**src/rtl/controller_pkg.sv**
```systemverilog
// ---------------------------------------------------------------------------
// controller_pkg
// Shared types and constants for the serial game-controller poller.
//   state_t          : scan sequencer states
//   BTN_*            : bit positions of each button inside a controller byte
//   LATCH_TICKS      : number of ticks the latch strobe is held high
//   BITS_PER_CTRL    : serial bits read from each controller per scan
//   shift_in()       : MSB-first shift helper for the per-controller buffers
// ---------------------------------------------------------------------------
package controller_pkg;

   typedef enum logic [2:0] {
      IDLE  = 3'd0,
      LATCH = 3'd1,
      LOW   = 3'd2,
      HIGH  = 3'd3,
      DONE  = 3'd4
   } state_t;

   localparam int BTN_A      = 7;
   localparam int BTN_B      = 6;
   localparam int BTN_SELECT = 5;
   localparam int BTN_START  = 4;
   localparam int BTN_UP     = 3;
   localparam int BTN_DOWN   = 2;
   localparam int BTN_LEFT   = 1;
   localparam int BTN_RIGHT  = 0;

   localparam int LATCH_TICKS   = 2;
   localparam int BITS_PER_CTRL = 8;

   // First bit shifted in ends up at the MSB (button A) after a full byte.
   function automatic logic [BITS_PER_CTRL-1:0] shift_in(
      input logic [BITS_PER_CTRL-1:0] cur,
      input logic                     bit_v
   );
      return {cur[BITS_PER_CTRL-2:0], bit_v};
   endfunction

endpackage

```
**src/rtl/sync_2ff.sv**
```systemverilog
// ---------------------------------------------------------------------------
// sync_2ff
// Two-flop synchronizer for a bus of independent asynchronous bits.
// Ports:
//   clk   : destination clock
//   rst_n : asynchronous active-low reset
//   d     : asynchronous input bits
//   q     : synchronized bits, two clk cycles of latency
// Resets to all-ones, the idle (released / disconnected) level of the
// controller data lines.
// ---------------------------------------------------------------------------
module sync_2ff #(
   parameter int WIDTH = 1
) (
   input  logic             clk,
   input  logic             rst_n,
   input  logic [WIDTH-1:0] d,
   output logic [WIDTH-1:0] q
);

   logic [WIDTH-1:0] meta_r;
   logic [WIDTH-1:0] sync_r;

   // Metastability filter: two back-to-back capture stages.
   always_ff @(posedge clk or negedge rst_n) begin
      if (!rst_n) begin
         meta_r <= '1;
         sync_r <= '1;
      end else begin
         meta_r <= d;
         sync_r <= meta_r;
      end
   end

   assign q = sync_r;

endmodule

```
**src/rtl/controller_reader.sv**
```systemverilog
// ---------------------------------------------------------------------------
// controller_reader
// Console-side poller for serial game controllers. On a scan request it
// strobes the shared latch, clocks eight bits out of every controller and
// publishes one active-high button byte per controller.
// Ports:
//   clk           : system clock
//   rst_n         : asynchronous active-low reset (aborts any scan)
//   start         : scan request, honoured only while idle
//   busy          : scan in progress
//   latch         : parallel-load strobe to the controllers
//   ctrl_clk      : serial shift clock, controllers shift on its rising edge
//   data_B        : per-controller serial data, active low, asynchronous
//   buttons       : byte n = controller n, {a,b,select,start,up,down,left,right}
//   buttons_valid : one-cycle pulse when buttons is updated
// All outputs come straight from flops. They are loaded from the next-state
// value so that they change on the same edge as the state they belong to.
// ---------------------------------------------------------------------------
module controller_reader
   import controller_pkg::*;
#(
   parameter int CLK_DIV  = 4,
   parameter int NUM_CTRL = 2
) (
   input  logic                  clk,
   input  logic                  rst_n,
   input  logic                  start,
   output logic                  busy,
   output logic                  latch,
   output logic                  ctrl_clk,
   input  logic [NUM_CTRL-1:0]   data_B,
   output logic [8*NUM_CTRL-1:0] buttons,
   output logic                  buttons_valid
);

   localparam int               DIV_W      = 16;
   localparam logic [DIV_W-1:0] DIV_LAST   = DIV_W'(CLK_DIV - 1);
   localparam logic [1:0]       LATCH_LAST = 2'(LATCH_TICKS - 1);
   localparam logic [2:0]       BIT_LAST   = 3'(BITS_PER_CTRL - 1);

   state_t                state_r;
   state_t                state_nx_s;
   logic [DIV_W-1:0]      div_r;
   logic                  tick_s;
   logic [1:0]            latch_cnt_r;
   logic [2:0]            bit_idx_r;
   logic [NUM_CTRL-1:0]   data_sync_s;
   logic [8*NUM_CTRL-1:0] shreg_r;
   logic [8*NUM_CTRL-1:0] buttons_r;
   logic                  latch_r;
   logic                  ctrl_clk_r;
   logic                  busy_r;
   logic                  valid_r;

   sync_2ff #(
      .WIDTH (NUM_CTRL)
   ) u_sync (
      .clk   (clk),
      .rst_n (rst_n),
      .d     (data_B),
      .q     (data_sync_s)
   );

   assign tick_s = (div_r == DIV_LAST);

   // Next-state logic; every phase other than IDLE/DONE advances on a tick.
   always_comb begin
      state_nx_s = state_r;
      case (state_r)
         IDLE: begin
            if (start) begin
               state_nx_s = LATCH;
            end else begin
               state_nx_s = IDLE;
            end
         end
         LATCH: begin
            if (tick_s && (latch_cnt_r == LATCH_LAST)) begin
               state_nx_s = LOW;
            end else begin
               state_nx_s = LATCH;
            end
         end
         LOW: begin
            if (tick_s) begin
               state_nx_s = HIGH;
            end else begin
               state_nx_s = LOW;
            end
         end
         HIGH: begin
            if (tick_s) begin
               if (bit_idx_r == BIT_LAST) begin
                  state_nx_s = DONE;
               end else begin
                  state_nx_s = LOW;
               end
            end else begin
               state_nx_s = HIGH;
            end
         end
         DONE: begin
            state_nx_s = IDLE;
         end
         default: begin
            state_nx_s = IDLE;
         end
      endcase
   end

   // State register.
   always_ff @(posedge clk or negedge rst_n) begin
      if (!rst_n) begin
         state_r <= IDLE;
      end else begin
         state_r <= state_nx_s;
      end
   end

   // Tick divider; held at zero in IDLE so every scan starts on phase 0.
   always_ff @(posedge clk or negedge rst_n) begin
      if (!rst_n) begin
         div_r <= '0;
      end else if ((state_r == IDLE) || tick_s) begin
         div_r <= '0;
      end else begin
         div_r <= div_r + 16'd1;
      end
   end

   // Counts latch ticks; cleared whenever the sequencer is outside LATCH.
   always_ff @(posedge clk or negedge rst_n) begin
      if (!rst_n) begin
         latch_cnt_r <= 2'd0;
      end else if (state_r != LATCH) begin
         latch_cnt_r <= 2'd0;
      end else if (tick_s) begin
         latch_cnt_r <= latch_cnt_r + 2'd1;
      end else begin
         latch_cnt_r <= latch_cnt_r;
      end
   end

   // Bit index advances at the end of each HIGH phase and stops at the last bit.
   always_ff @(posedge clk or negedge rst_n) begin
      if (!rst_n) begin
         bit_idx_r <= 3'd0;
      end else if (state_r == IDLE) begin
         bit_idx_r <= 3'd0;
      end else if ((state_r == HIGH) && tick_s && (bit_idx_r != BIT_LAST)) begin
         bit_idx_r <= bit_idx_r + 3'd1;
      end else begin
         bit_idx_r <= bit_idx_r;
      end
   end

   // Sample at the end of LOW, when the data line has been stable a full tick.
   always_ff @(posedge clk or negedge rst_n) begin
      if (!rst_n) begin
         shreg_r <= '0;
      end else if ((state_r == LOW) && tick_s) begin
         for (int n = 0; n < NUM_CTRL; n++) begin
            shreg_r[8*n +: 8] <= shift_in(shreg_r[8*n +: 8], ~data_sync_s[n]);
         end
      end else begin
         shreg_r <= shreg_r;
      end
   end

   // Output flops, loaded from the next state; buttons only move on DONE.
   always_ff @(posedge clk or negedge rst_n) begin
      if (!rst_n) begin
         latch_r    <= 1'b0;
         ctrl_clk_r <= 1'b0;
         busy_r     <= 1'b0;
         valid_r    <= 1'b0;
         buttons_r  <= '0;
      end else begin
         latch_r    <= (state_nx_s == LATCH);
         ctrl_clk_r <= (state_nx_s == HIGH);
         busy_r     <= (state_nx_s != IDLE);
         valid_r    <= (state_nx_s == DONE);
         if (state_nx_s == DONE) begin
            buttons_r <= shreg_r;
         end else begin
            buttons_r <= buttons_r;
         end
      end
   end

   assign latch         = latch_r;
   assign ctrl_clk      = ctrl_clk_r;
   assign busy          = busy_r;
   assign buttons_valid = valid_r;
   assign buttons       = buttons_r;

endmodule

```
**config.mk**
```make
export PLATFORM = sky130hd
export DESIGN_NAME = controller_reader
export DESIGN_NICKNAME = d
export VERILOG_FILES = /design/src/rtl/controller_pkg.sv /design/src/rtl/sync_2ff.sv /design/src/rtl/controller_reader.sv
export SDC_FILE = /design/constraint.sdc
export NUM_CORES = 1
export LEC_CHECK = 0
export BUFFER_PORTS_ARGS = -buffer_cell sky130_fd_sc_hd__buf_2
export CORE_MARGIN = 5
export CORE_UTILIZATION = 29
export CTS_BUF_LIST = sky130_fd_sc_hd__clkbuf_8
export DETAILED_ROUTE_END_ITERATION = 10
export MAX_ROUTING_LAYER = met4
export SYNTH_ARGS = -nofsm -noshare
export SYNTH_HDL_FRONTEND = slang
export SYNTH_HIERARCHICAL = 1
export SYNTH_SLANG_ARGS = --single-unit
```
**constraint.sdc**
```tcl
create_clock -name clk -period 3.67 [get_ports clk]
set_input_delay 0.1835 -clock clk [delete_from_list [all_inputs] [get_ports clk]]
set_output_delay 0.1835 -clock clk [all_outputs]
set_load 0.05 [all_outputs]
```
==> reports/metrics.csv <==
metric,value,unit
synth_nets,225,
setup-tns-final,0,ps
grt_pass1_vias,1680,
clk_latency,350,ps
crit_type,reg -> reg,
synthXorXnorAreaFrac,0.04019,
async_flop_share,1.000,
finalHoldViolations,0,
vdd.ir_drop.worst,199.8,uV
synth-adder-area-share,0.01767,
dp_cells,367,
synth.ff_latch_count,64,
maxCapViolations,0,
synth_ff_type,dfrtp_1,
p_leak,0.001588,uW
multi_input_area,1134,um2
crit_required,3900,ps
routed-via-count,1684,
wl_per_cell,12.29,um
drt_wl_total,4744,um
syn_inst,216,
setup_ws,1275,ps
initial_core_util,0.2939,
timing.final.crit_share,0.6525,
critPathMaxFanout,17,
end_kind,register,
synth_mux_area_frac,0.1568,
grt.overflow.total,0,
yosysWarnings,6,
drive_gt1_frac,0.3399,
place_congestion,0.7702,
yosysSeqAreaShare,0.5671,
grt_setup_unrepaired,false,
cts_tree,done,
grt_usage,0.09231,
rows,36,
cts_buffer_depth,2,
fin_cells,386,
io_pins,25,
port_buffers,24,
vias_per_cell,4.363,
synth_compound_gate_area_share,0.02783,
worst-path-buf-inv,0,
core-area,9639,um2
post_synth_num_cell_types,39,
power.density,448.4,nW/um2
cts_setup_buffers,0,
route.detailed.drc,0,
cp_slowest_cell,nor2_4,
cts.clk_slew.worst_paths,70,ps
die_h,108.8,um
cts_buffers,9,
tightest_slew,589.7,ps
avgSynthCellArea,13.11,um2
final_antenna_net_count,0,
slowest_delay,560,ps
place_ws,1273,ps
crit_chain,ha_1 > nor4b_4 > nand4_2 > nor2_4 > mux2_2,
area_growth,18.20,%
root_buffer,clkbuf_8,
status,"finished, final reports clean",
dp_hpwl,3215,um
die-area,11850,um2
crit_arrival,2620,ps
critical-path-top-delay-family,simple AND/OR/NAND/NOR gates,
fin_crit,2395,ps
grt_max_degree,40,
power.total,1501,uW
nets,257,
slew_headroom,0.6059,
synth_edf_count,0,
fillerInstances,959,
critPathLaunchType,register,
drtIter0Drc,82,
syn-cell-area,2833,um2
drv_slew,0,
dr.pass1.iters,4,
antenna_found_initial,0,
register_area,1607,um2
finClkSkew,9.960,ps
clock-sinks,64,
die_x,108.8,um
fmax,417.6,MHz
hold_path_class,in -> reg,
diodes,0,
setup_viol,0,
synth_top_family_by_area,simple AND/OR/NAND/NOR gates,
htreeDepth,3,
yosys.area_share.simple,0.1577,
grt_pass1_wl,8266,um
[flip-flops by register name (all words and copies together), names as in the netlist]
register,flops
latch_cnt_r,2
busy,1
u_sync/q,2
state_r,3
shreg_r,16
buttons,16
bit_idx_r,3
u_sync/meta_r,2
ctrl_clk,1
div_r,16
latch,1
buttons_valid,1
[worst paths after layout]
| path | cells past startpoint | slack (ps) | end | startpoint |
|---|---|---|---|---|
| min in group asynchronous | 2 | 370 | shreg_r[12] | rst_n |
| max | 5 | 1280 | buttons[6] | div_r[0] |
| min reg2reg | 0 | 360 | u_sync/q[0] | u_sync/meta_r[0] |
| max in group asynchronous | 3 | 2380 | u_sync/q[1] | rst_n |
| max reg2reg | 5 | 1280 | buttons[6] | div_r[0] |
| min | 3 | 210 | latch | start |
[cells by family (layout without fill, tap and decap cells)]
kind of cell / count (synthesis) / after routing
muxes: 34 / 34
AOI/OAI and AO/OA: 14 / 14
DFF: 64 / 64
buffers and inverters: 15 / 52
adders and majority gates: 4 / 4
xor gates and xnor gates: 13 / 13
and+or+nand+nor: 72 / 72
[cell usage in the layout, fill, tap and decap left out, drive strengths merged, types with 4 or more instances in the layout]
cell type  instances
dfrtp             60
buf               25
nand3             10
clkbuf            10
xor2               5
inv                8
o21ai              6
or3                5
nor4               4
nand2             10
ha                 4
dfstp              4
mux2              32
nand4              5
a21oi              5
xnor2              8
nor3               5
nor2              21
[through the flow]
step                instance area (um2)    util  hold slack (ps)
detailed placement                 3064  0.3179            220.4
floorplan                          2833       -           -112.1
finish                             3348  0.3474            211.9
CTS                                3348  0.3474            190.3
global placement                   3064  0.3179            227.5
global route                       3348  0.3474            240.0
[tightest hold or removal path, stage by stage]
cell	delay, ps
buf_2	90
o221ai_1	160
inv_1	80
[per-layer routing]
metal,GRT usage,share of wire,vias to the layer above
li1,-,-,817
met1,0.1204,0.48,835
met2,0.1306,0.46,21
met3,0.02842,0.030,11
met4,0.04328,0.024,0
met5,-,0,-
[where the power goes]
group | switching, uW | internal, uW
logic | 15.5 | 9.47
clock network | 284 | 473
registers | 4.90 | 715
total | 304 | 1200
[final cells by class]
cell class | instances | share of cell area
timing repair buffer | 28 | 0.04709
clock inverter | 6 | 0.03475
inverter | 8 | 0.008969
multi-input combinational | 137 | 0.3386
sequential | 64 | 0.4798
clock buffer | 10 | 0.04111
tap | 133 | 0.04970
[Yosys cell counts (4+ instances only)]
| cell | number | area (um2) |
|---|---|---|
| ha_1 | 4 | 50.05 |
| dfrtp_1 | 60 | 1501 |
| a21oi_1 | 5 | 25.02 |
| xnor2_1 | 8 | 70.07 |
| nor2_1 | 20 | 75.07 |
| o21ai_0 | 6 | 30.03 |
| nor3_1 | 4 | 20.02 |
| dfstp_2 | 4 | 105.1 |
| nand2_1 | 9 | 33.78 |
| mux2_4 | 17 | 255.2 |
| inv_1 | 8 | 30.03 |
| xor2_1 | 5 | 43.79 |
| mux2_2 | 15 | 168.9 |
| or3_1 | 5 | 31.28 |
| nand3_1 | 10 | 50.05 |
[timing repair]
action                                 4_1_cts  5_1_grt
resized for setup                            0        0
hold buffers                                 3        0
setup endpoints to repair                    0        0
endpoints found under the hold margin       27        0
(Power assumes the default switching activity.)
